### config.mk
export PLATFORM = sky130hd
export DESIGN_NAME = cpu_trace_monitor
export DESIGN_NICKNAME = d
export VERILOG_FILES = /design/src/rtl/cpu_trace_monitor.sv
export SDC_FILE = /design/constraint.sdc
export NUM_CORES = 1
export LEC_CHECK = 0
export BUFFER_PORTS_ARGS = -buffer_cell sky130_fd_sc_hd__buf_2
export CAP_MARGIN = 0
export CORE_MARGIN = 1
export CORE_UTILIZATION = 40
export DETAILED_ROUTE_END_ITERATION = 8
export GPL_TIMING_DRIVEN = 0
export SYNTH_ARGS = -nofsm -noshare
export SYNTH_HDL_FRONTEND = slang
export SYNTH_SLANG_ARGS = --single-unit
### constraint.sdc
create_clock -name clk -period 16.48 [get_ports clk]
set_input_delay 2.472 -clock clk [delete_from_list [all_inputs] [get_ports clk]]
set_output_delay 2.472 -clock clk [all_outputs]
set_load 0.03 [all_outputs]
### src/rtl/cpu_trace_monitor.sv
// Commit-trace monitor: captures CPU retire events into a FIFO and keeps cycle/instruction/drop counters.
// Defining CPU_TRACE_PC_EN adds the capture-time pc and inst to every entry (rd_pc, rd_inst outputs).
module cpu_trace_monitor #(
    parameter int DATA_W     = 16,
    parameter int REG_W      = 4,
    parameter int DEPTH      = 16,
    parameter int CYCLE_W    = 32,
    parameter int MAX_CYCLES = 100000
) (
    input  logic                    clk,
    input  logic                    rst_n,
    input  logic                    en,
    input  logic [DATA_W-1:0]       pc,
    input  logic [DATA_W-1:0]       inst,
    input  logic                    reg_we,
    input  logic [REG_W-1:0]        reg_addr,
    input  logic [DATA_W-1:0]       reg_data,
    input  logic                    mem_re,
    input  logic                    mem_we,
    input  logic [DATA_W-1:0]       mem_addr,
    input  logic [DATA_W-1:0]       mem_wdata,
    input  logic [DATA_W-1:0]       mem_rdata,
    input  logic                    hlt,
    output logic                    rd_valid,
    input  logic                    rd_ready,
    output logic [3:0]              rd_flags,
    output logic [REG_W+DATA_W-1:0] rd_reg,
    output logic [2*DATA_W-1:0]     rd_mem,
    output logic [CYCLE_W-1:0]      rd_cycle,
    output logic [CYCLE_W-1:0]      cycle_cnt,
    output logic [CYCLE_W-1:0]      inst_cnt,
    output logic [CYCLE_W-1:0]      drop_cnt,
    output logic                    overflow,
    output logic [1:0]              state
`ifdef CPU_TRACE_PC_EN
    ,
    output logic [DATA_W-1:0]       rd_pc,
    output logic [DATA_W-1:0]       rd_inst
`endif
);

    localparam int IDX_W = $clog2(DEPTH);
    localparam int PTR_W = IDX_W + 1;
    localparam logic [CYCLE_W-1:0] LAST_CYCLE = CYCLE_W'(MAX_CYCLES - 1);
    localparam logic [CYCLE_W-1:0] CNT_MAX    = '1;

    typedef enum logic [1:0] {
        S_IDLE    = 2'd0,
        S_RUN     = 2'd1,
        S_HALTED  = 2'd2,
        S_TIMEOUT = 2'd3
    } state_e;

    typedef struct packed {
`ifdef CPU_TRACE_PC_EN
        logic [DATA_W-1:0]       pc;
        logic [DATA_W-1:0]       inst;
`endif
        logic [3:0]              flags;
        logic [REG_W+DATA_W-1:0] reg_f;
        logic [2*DATA_W-1:0]     mem;
        logic [CYCLE_W-1:0]      cycle;
    } entry_t;

    state_e             state_q, state_d;
    logic [CYCLE_W-1:0] cycle_cnt_q, cycle_cnt_d;
    logic [CYCLE_W-1:0] inst_cnt_q, inst_cnt_d;
    logic [CYCLE_W-1:0] drop_cnt_q, drop_cnt_d;
    logic               overflow_q, overflow_d;
    logic [PTR_W-1:0]   wr_ptr_q, wr_ptr_d;
    logic [PTR_W-1:0]   rd_ptr_q, rd_ptr_d;
    entry_t             mem_q [DEPTH];
    entry_t             new_entry;
    entry_t             head;

    logic active, event_hit, fifo_empty, fifo_full, pop, push_ok;

    assign fifo_empty = (wr_ptr_q == rd_ptr_q);
    assign fifo_full  = (wr_ptr_q[IDX_W-1:0] == rd_ptr_q[IDX_W-1:0]) &&
                        (wr_ptr_q[PTR_W-1] != rd_ptr_q[PTR_W-1]);
    assign active     = (state_q == S_RUN) && en;
    assign event_hit  = active && (reg_we | mem_re | mem_we | hlt);
    assign pop        = !fifo_empty && rd_ready;
    // A full FIFO still accepts when the head leaves on the same edge.
    assign push_ok    = event_hit && (!fifo_full || pop);

    always_comb begin
        new_entry       = '0;
        new_entry.flags = {hlt, mem_we, mem_re, reg_we};
        new_entry.reg_f = {reg_addr, reg_data};
        new_entry.mem   = {mem_addr, mem_we ? mem_wdata : mem_rdata};
        new_entry.cycle = cycle_cnt_q;
`ifdef CPU_TRACE_PC_EN
        new_entry.pc    = pc;
        new_entry.inst  = inst;
`endif
    end

    always_comb begin
        state_d     = state_q;
        cycle_cnt_d = cycle_cnt_q;
        inst_cnt_d  = inst_cnt_q;
        drop_cnt_d  = drop_cnt_q;
        overflow_d  = overflow_q;
        rd_ptr_d    = rd_ptr_q + PTR_W'(pop);
        wr_ptr_d    = wr_ptr_q + PTR_W'(push_ok);

        if (event_hit && !push_ok) begin
            overflow_d = 1'b1;
            if (drop_cnt_q != CNT_MAX) drop_cnt_d = drop_cnt_q + CYCLE_W'(1);
        end

        case (state_q)
            S_IDLE: if (en) state_d = S_RUN;
            S_RUN: begin
                if (!en) begin
                    state_d = S_IDLE;
                end else begin
                    cycle_cnt_d = cycle_cnt_q + CYCLE_W'(1);
                    if (hlt | reg_we | mem_we) inst_cnt_d = inst_cnt_q + CYCLE_W'(1);
                    if (hlt) state_d = S_HALTED;
                    else if (MAX_CYCLES != 0 && cycle_cnt_q == LAST_CYCLE) state_d = S_TIMEOUT;
                end
            end
            default: ;
        endcase
    end

    // NOTE: state uses non-blocking assignments so every flop samples pre-edge values.
    always_ff @(posedge clk) begin
        if (!rst_n) begin
            state_q     <= S_IDLE;
            cycle_cnt_q <= '0;
            inst_cnt_q  <= '0;
            drop_cnt_q  <= '0;
            overflow_q  <= 1'b0;
            wr_ptr_q    <= '0;
            rd_ptr_q    <= '0;
        end else begin
            state_q     <= state_d;
            cycle_cnt_q <= cycle_cnt_d;
            inst_cnt_q  <= inst_cnt_d;
            drop_cnt_q  <= drop_cnt_d;
            overflow_q  <= overflow_d;
            wr_ptr_q    <= wr_ptr_d;
            rd_ptr_q    <= rd_ptr_d;
        end
    end

    // NOTE: the entry array is not reset; outputs are masked to zero while the FIFO is empty.
    always_ff @(posedge clk) begin
        if (push_ok) mem_q[wr_ptr_q[IDX_W-1:0]] <= new_entry;
    end

    assign head      = fifo_empty ? '0 : mem_q[rd_ptr_q[IDX_W-1:0]];
    assign rd_valid  = !fifo_empty;
    assign rd_flags  = head.flags;
    assign rd_reg    = head.reg_f;
    assign rd_mem    = head.mem;
    assign rd_cycle  = head.cycle;
    assign cycle_cnt = cycle_cnt_q;
    assign inst_cnt  = inst_cnt_q;
    assign drop_cnt  = drop_cnt_q;
    assign overflow  = overflow_q;
    assign state     = state_q;

`ifdef CPU_TRACE_PC_EN
    assign rd_pc     = head.pc;
    assign rd_inst   = head.inst;
`else
    logic unused_pc_inst;
    assign unused_pc_inst = ^{pc, inst};
`endif

endmodule

* Yosys cells after proc, flatten, opt, wreduce, memory -nomap -nowiden
Memory sizes are Yosys's and may differ from the RTL's. A register that Yosys moved wholly into a read port is not among the register bits. Cells that the tools add are included.
Word-level totals: register bits after elaboration 109, bits in writable memories 1408, input port bits 108, output and inout bits 188, memories 1
Memories:
- mem_q | words 16, width 88, rd ports 1, clocked after Yosys merged registers in 1, wr ports 1, RTL line 72 | entry_t mem_q [DEPTH];
Operators by class: add/subtract/negate cells 5, equal/unequal tests 8, multiplexer cells 10, bitwise operators 5, reductions and logical operators 16
Operator list (count):
- adder 32 x 1 -> 32 bit, second input constant | 3
- two-way mux 88 bit | 1
- == test 32 x 17 -> 1 bit, second input constant | 1
- inequality test 32 bit, second input constant | 1
- two-way mux 16 bit | 1
- adder 5 x 1 -> 5 bit | 2
- two-way mux 2 bit | 4
- logical AND 1 bit | 6
- AND reduction 3 bit | 2
- == test 5 bit | 1
- bitwise OR 1 bit | 5
- == test 4 bit | 1
- two-way mux 4 bit | 1
- inequality test 4 x 3 -> 1 bit, second input constant | 1
- one-hot mux 2 bit (2 select lines) | 1
- AND reduction 2 bit | 2
- logical NOT 1 bit | 3
- == test 2 x 1 -> 1 bit, second input constant | 1
- logical NOT 2 bit | 1
- two-way mux 1 bit | 2
- inequality test 2 bit, second input constant | 1
- nonzero test 2 bit | 1
- logical OR 1 bit | 1
- inequality test 1 bit | 1

* Longest topological paths before layout
Gate-level depths: netlist of run 1.
word-level depth 8, depth in mapped cells 12, gate-level depth less buffers 10

* Least setup slack after synthesis of run 1
OpenSTA, ideal clock, no wires.
path type input port to flip-flop, start input en, end memory mem_q[0][0] in the netlist's numbering (enable), setup time 782 ps, arrival time 12198 ps, slack 3499 ps, stages on the path 5, buffers on the path 1, cells stage by stage nand3b_1 clkbuf_1 nor2_1 nand2_1 nor4b_1
On the way: word-level cells in the longest chain between the ends 5
Ends and longest elaborated chain:
- start: declaration | RTL line 12 | input logic en,
- logical AND 1 bit | RTL line 81 | assign active = (state_q == S_RUN) && en;
- logical AND 1 bit | RTL line 82 | assign event_hit = active && (reg_we | mem_re | mem_we | hlt);
- logical AND 1 bit | RTL line 85 | assign push_ok = event_hit && (!fifo_full || pop);
- two-way mux 1 bit | RTL line 152 | if (push_ok) mem_q[wr_ptr_q[IDX_W-1:0]] <= new_entry;
- two-way mux 1 bit (not written as such) | RTL line 152
- end: declaration | RTL line 72
Every way passes these cells.

* Final worst setup path of run 1
start register rd_ptr_q[1], end output rd_cycle[3]
On the way: word-level cells in the longest chain between the ends 2
Ends and longest elaborated chain:
- start: declaration | RTL line 71 | logic [PTR_W-1:0] rd_ptr_q, rd_ptr_d;
- start signal: assignment | RTL line 146 | rd_ptr_q <= rd_ptr_d;
- == test 5 bit | RTL line 78 | assign fifo_empty = (wr_ptr_q == rd_ptr_q);
- two-way mux 88 bit | RTL line 155 | assign head = fifo_empty ? '0 : mem_q[rd_ptr_q[IDX_W-1:0]];
- end: declaration | RTL line 29 | output logic [CYCLE_W-1:0] rd_cycle,
Every way passes these cells.

==> results.sh, run 1 <==
export IMPL_post_route_drc_count=0
export IMPL_ys_types=45
export IMPL_dieArea_um2=149400
export IMPL_cts_sinks=1517
export IMPL_ir_drop_mv=0.1105
export IMPL_start_kind="register"
export IMPL_place_congestion=0.7859
export IMPL_cts_resized=0
export IMPL_grt_busiest_layer="met2"
export IMPL_viasPerCell=5.538
export IMPL_core_um2=146300
export IMPL_postCtsHoldBufs=0
export IMPL_clk_latency_ns=0.80
export IMPL_area_growth_syn_to_layout_pct=17.80
export IMPL_outcome="finished, final reports clean"
export IMPL_endpoint_kind="output port"
export IMPL_syn_area_per_cell_um2=21.51
export IMPL_grt_pass1_wl_um=217300
export IMPL_dpl_hpwl_um=98670
export IMPL_track_usage=0.2022
export IMPL_synth_fp_nets=2865
export IMPL_totalWireLength_um=150500
export IMPL_power_density_nw_per_um2=114.7
export IMPL_rows=140
export IMPL_cts_htree_levels=4
export IMPL_required_ns=14.01
export IMPL_final_common_cell="edfxtp_1"
export IMPL_setup_viol=0
export IMPL_grt_setup_unrepaired="false"
export IMPL_cts_tree="built"
export IMPL_p_total_uw=7990
export IMPL_ys_ff_latch=1517
export IMPL_dr_pass1_iters=5
export IMPL_final_hold_violation_count=0
export IMPL_clk_pin_slew_worst_paths_ns=0.06
export IMPL_yosysSeqAreaShare=0.7518
export IMPL_worstSetupPathType="register to output port"
export IMPL_synth_area_um2=59140
export IMPL_grt_start_max_net_pins=26
export IMPL_wl_per_cell_um=28.02
export IMPL_start_util=0.4044
export IMPL_n_fill_cell=11980
export IMPL_use_met2=0.3239
export IMPL_finalSetupTns_ns=0
export IMPL_synth_ff_type="edfxtp_1"
export IMPL_cts_root_buf="clkbuf_16"
export IMPL_hp_class="register to register"
export IMPL_fin_crit_ns=7.483
export IMPL_slowest_stage="clkbuf_1"
export IMPL_grt_pass1_vias=30480
export IMPL_ys_warn_count=0
export IMPL_crit_arrival_ns=5.01
export IMPL_use_met3=0.04588
export IMPL_drv_slew=0
export IMPL_drt_iter0_markers=3224
export IMPL_maxSlewHeadroom=0.1425
export IMPL_crit_fanout=10
export IMPL_synth_cells=2750
export IMPL_max_clock_path_buffers=3
export IMPL_cap_violations=0
export IMPL_synth_edf_count=1408
export IMPL_post_cts_buffers=0
export IMPL_max_freq_mhz=133.6
export IMPL_die_x_um=386.5
export IMPL_fin_crit_sh=0.4541
export IMPL_drive_gt1_frac=0.3432
export IMPL_final_cell_mix="edfxtp_1, mux4_2, buf_2"
export IMPL_layout_nets=3441
export IMPL_gr_usage_met1=0.2801
export IMPL_antenna_left=0
export IMPL_synthArstFlopShare=0
export IMPL_crit_path_max_incr_delay_ns=0.86
export IMPL_vias=29740
export IMPL_grt_ovfl_total=0
export IMPL_ios=296
export IMPL_crit_chain="buf_2 > clkbuf_1 > buf_1 > mux4_2 > mux4_2 > nor2b_1 > buf_2"
export IMPL_antenna_found_initial=10
export IMPL_numCtsBuffers=157
export IMPL_leakagePower_uw=0.02168
export IMPL_port_buffers=263
export IMPL_tightest_slew_ns=1.286
export IMPL_skew_ns=0.02884
export IMPL_die_h_um=386.5
[routing by layer]
layer	vias up	share of wire
met3	185	0.073
met5	-	0.00017
met2	1095	0.49
met4	4	0.020
met1	15820	0.42
li1	12640	-
[worst paths after layout]
path / from / endpoint / slack (ns) / cells past startpoint
worst min-delay path: inst_cnt[31] / inst_cnt[31] / 0.47 / 2
worst max register to register: rd_ptr_q[3] / mem_q[1][63] / 12.49 / 12
worst min register to register: inst_cnt[31] / inst_cnt[31] / 0.47 / 2
worst max-delay path: rd_ptr_q[1] / rd_cycle[3] / 9.00 / 7
[Yosys cell counts, types with 31 or more instances]
library cell,instances,area [µm²]
a21oi_1,36,180.2
buf_2,37,185.2
buf_4,32,240.2
clkbuf_1,76,285.3
dfxtp_1,109,2182
edfxtp_1,1408,42280
mux4_2,440,9910
nand2_1,47,176.4
nand3_1,39,195.2
nor2_1,80,300.3
nor2b_1,89,556.8
nor4_1,31,193.9
or4_1,33,247.7
xnor2_1,39,341.6
[where the power goes]
part / total (µW) / internal, µW / switching [µW]
registers: 4200 / 4200 / 4.09
clock network: 3330 / 1870 / 1460
logic: 457 / 184 / 273
[through the flow]
stage | worst slack, ns | utilization | cells | cell area, µm² | hold slack, ns
after floorplan | 3.499 | - | 2750 | 59140 | 0.4993
after global placement | -10.19 | 0.4298 | 4930 | 62860 | 0.4580
final | 8.997 | 0.4763 | 5370 | 69670 | 0.4746
after global routing | 8.851 | 0.4763 | 5368 | 69670 | 0.5064
after CTS | 8.905 | 0.4763 | 5367 | 69660 | 0.4764
after detailed placement | 9.789 | 0.4435 | 5084 | 64870 | 0.4616
[critical path: cells and delay by family (launching register included)]
kind / cells / cell delay, ns
mux: 2 / 0.59
flops: 1 / 0.47
simple gates: 1 / 0.66
buf+inv: 4 / 2.46
[cells by family (layout without fill, tap and decap cells)]
kind of cell,after synthesis,after routing,share of synthesized area
AND/OR/NAND/NOR,436,436,0.04216
other,0,3,0
buffers and inverters,189,889,0.01557
adder cells (fa/ha/maj),7,7,0.001481
AO/OA/AOI/OAI,73,73,0.007383
multiplexers,467,467,0.1725
XOR/XNOR,61,61,0.009161
flip-flops,1517,1517,0.7518
[flip-flops by register name, summed over array words and instances, names as in the netlist]
register / cells
state: 2
rd_ptr_q: 5
wr_ptr_q: 5
drop_cnt: 32
cycle_cnt: 32
overflow: 1
inst_cnt: 32
mem_q: 1408
[cell type report]
class | count | area [µm²] | area share
clock inverter | 77 | 544.3 | 0.007812
multi-input combinational | 1044 | 13870 | 0.1990
clock buffer | 206 | 4248 | 0.06097
timing repair buffer | 417 | 3222 | 0.04624
buffer | 174 | 865.8 | 0.01243
sequential | 1517 | 44460 | 0.6382
tap | 1917 | 2399 | 0.03443
antenna | 3 | 7.507 | 0.0001078
inverter | 15 | 56.30 | 0.0008081
(Power assumes the default switching activity.)
==> run 2: changes to the inputs <==
==> constraint.sdc (replaced) <==
create_clock -name clk -period 7.3 [get_ports clk]
set_input_delay 1.095 -clock clk [delete_from_list [all_inputs] [get_ports clk]]
set_output_delay 1.095 -clock clk [all_outputs]
set_load 0.03 [all_outputs]
==> run 2 against run 1 <==
- worst setup slack worse by 7.7 ns
- sequential share of layout area shrank 0.27 points
- critical path type unchanged
- register-to-register slack worse by 9.4 ns
- power is 130% higher
- wire length decreased by 0.20%
- highest routed layer unchanged
==> results.sh, run 2 (synthesis results as in run 1) <==
export IMPL_hp_class="register to register"
export IMPL_crit_arrival_ns=4.92
export IMPL_dr_pass1_iters=5
export IMPL_sw_frac_of_total=0.2141
export IMPL_viasPerCell=5.565
export IMPL_ir_drop_mv=0.2158
export IMPL_ios=296
export IMPL_numCtsBuffers=156
export IMPL_max_freq_mhz=166.2
export IMPL_seqPwrFrac=0.523
export IMPL_cts_sinks=1517
export IMPL_leakagePower_uw=0.02172
export IMPL_critPathBufInv=4
export IMPL_crit_fanout=10
export IMPL_post_route_drc_count=0
export IMPL_antenna_left=0
export IMPL_place_congestion=0.7874
export IMPL_tightest_slew_ns=1.263
export IMPL_port_buffers=263
export IMPL_grt_pass1_wl_um=216300
export IMPL_clk_pin_slew_worst_paths_ns=0.06
export IMPL_start_kind="register"
export IMPL_grt_setup_unrepaired="false"
export IMPL_p_comb_frac=0.057
export IMPL_crit_chain="buf_2 > clkbuf_1 > buf_1 > mux4_2 > mux4_2 > nor2b_1 > buf_2"
export IMPL_track_usage=0.2017
export IMPL_area_growth_syn_to_layout_pct=18.31
export IMPL_fin_crit_ns=6.016
export IMPL_r2r_slack_ns=3.12
export IMPL_wl_per_cell_um=28.09
export IMPL_endpoint_kind="output port"
export IMPL_setup_viol=0
export IMPL_drt_iter0_markers=2930
export IMPL_drv_slew=0
export IMPL_cap_violations=0
export IMPL_clk_latency_ns=0.78
export IMPL_final_cell_mix="edfxtp_1, mux4_2, buf_2"
export IMPL_fin_crit_sh=0.8242
export IMPL_core_um2=146300
export IMPL_worstSetupPathType="register to output port"
export IMPL_power_share_clock=0.420
export IMPL_required_ns=6.20
export IMPL_rows=140
export IMPL_dieArea_um2=149400
export IMPL_cts_resized=0
export IMPL_utilization=0.4784
export IMPL_largest_reg_flops=1408
export IMPL_cts_htree_levels=4
export IMPL_post_cts_buffers=0
export IMPL_vias=29740
export IMPL_postCtsHoldBufs=0
export IMPL_power_density_nw_per_um2=259.3
export IMPL_hold_slack_ns=0.4764
export IMPL_maxSlewHeadroom=0.1580
export IMPL_crit_path_max_incr_delay_ns=0.89
export IMPL_max_clock_path_buffers=3
export IMPL_grt_pass1_vias=29990
export IMPL_path_delay_family="buffers and inverters"
export IMPL_outcome="finished, final reports clean"
export IMPL_skew_ns=0.02632
export IMPL_n_fill_cell=11880
export IMPL_final_hold_violation_count=0
export IMPL_die_h_um=386.5
export IMPL_final_cells=5345
export IMPL_grt_start_max_net_pins=26
export IMPL_internal_power_uw=14260
export IMPL_start_util=0.4044
export IMPL_totalWireLength_um=150200
export IMPL_cts_root_buf="clkbuf_16"
export IMPL_finalSetupTns_ns=0
export IMPL_dpl_hpwl_um=98530
export IMPL_slowest_stage="clkbuf_1"
export IMPL_cts_tree="built"
export IMPL_numPlacedInstances=5063
export IMPL_grt_ovfl_total=0
export IMPL_final_common_cell="edfxtp_1"
export IMPL_die_x_um=386.5
export IMPL_drive_gt1_frac=0.3399
export IMPL_antenna_found_initial=9
export IMPL_layout_nets=3419
export IMPL_p_sw_uw=3883
==> run 2: cell count changes in the layout (fill, tap and decap cells not counted), moves of 3 or more <==
| cell | previous run | this run |
|---|---|---|
| clkinv_1 | 35 | 39 |
| bufinv_16 | 3 | 9 |
| nor3_4 | 0 | 3 |
| buf_4 | 104 | 82 |
| clkbuf_1 | 115 | 106 |
| clkinv_4 | 0 | 4 |
| buf_8 | 2 | 7 |
| nor3_2 | 3 | 0 |
| buf_16 | 10 | 32 |
| clkinvlp_4 | 4 | 1 |
| buf_6 | 45 | 19 |
==> run 2: power by group through the flow <==
| stage | logic (µW) | registers (µW) | clock network, µW |
|---|---|---|---|
| 2_1_floorplan | 665 | 9670 | 0 |
| 3_3_place_gp | 1040 | 9670 | 0 |
| 3_5_place_dp | 1070 | 9670 | 0 |
| 4_1_cts | 1070 | 9480 | 7770 |
| 5_1_grt | 1110 | 9480 | 8080 |
| 6_report | 1030 | 9480 | 7630 |
==> run 2: worst paths after layout <==
kind,startpoint,endpoint,depth (start not counted)
min,inst_cnt[31],inst_cnt[31],2
max reg2reg,state[0],mem_q[5][62],10
max,rd_ptr_q[1],rd_cycle[11],7
min reg2reg,inst_cnt[31],inst_cnt[31],2
==> run 2: through the flow <==
stage	area [µm²]	power, µW	setup slack (ns)
detailed placement	65120	10730	2.036
floorplan	59160	10340	-3.607
CTS	69960	18320	1.148
global placement	62880	10720	-16.63
global route	69960	18670	0.9509
finish	69970	18140	1.284
==> run 2: area by class of cell <==
class,instances,area (µm²),share of cell area
antenna,3,7.507,0.0001073
timing repair buffer,396,3445,0.04923
clock inverter,84,655.6,0.009370
tap,1917,2399,0.03428
inverter,15,56.30,0.0008047
multi-input combinational,1044,13890,0.1986
sequential,1517,44460,0.6354
buffer,174,865.8,0.01237
clock buffer,195,4187,0.05983
==> run 2: per-layer routing <==
layer	vias up	GRT usage	wire length (µm)	part of all wire
li1	12600	-	-	-
met1	15890	0.2790	63550	0.42
met2	1052	0.3245	72620	0.48
met3	193	0.04455	10780	0.072
met4	6	0.05078	3171	0.021
met5	-	0	36	0.00024
==> run 2: worst reg2reg max path, cell delays in order (launching register included) <==
cell and delay, ns:
dfxtp_1 0.41, nand3b_1 0.24, clkbuf_1 0.32, nor2_1 0.42
nand2_1 0.28, inv_1 0.20, nand3b_1 0.35, nor2_4 0.84
buf_12 0.30, buf_12 0.25, buf_12 0.23
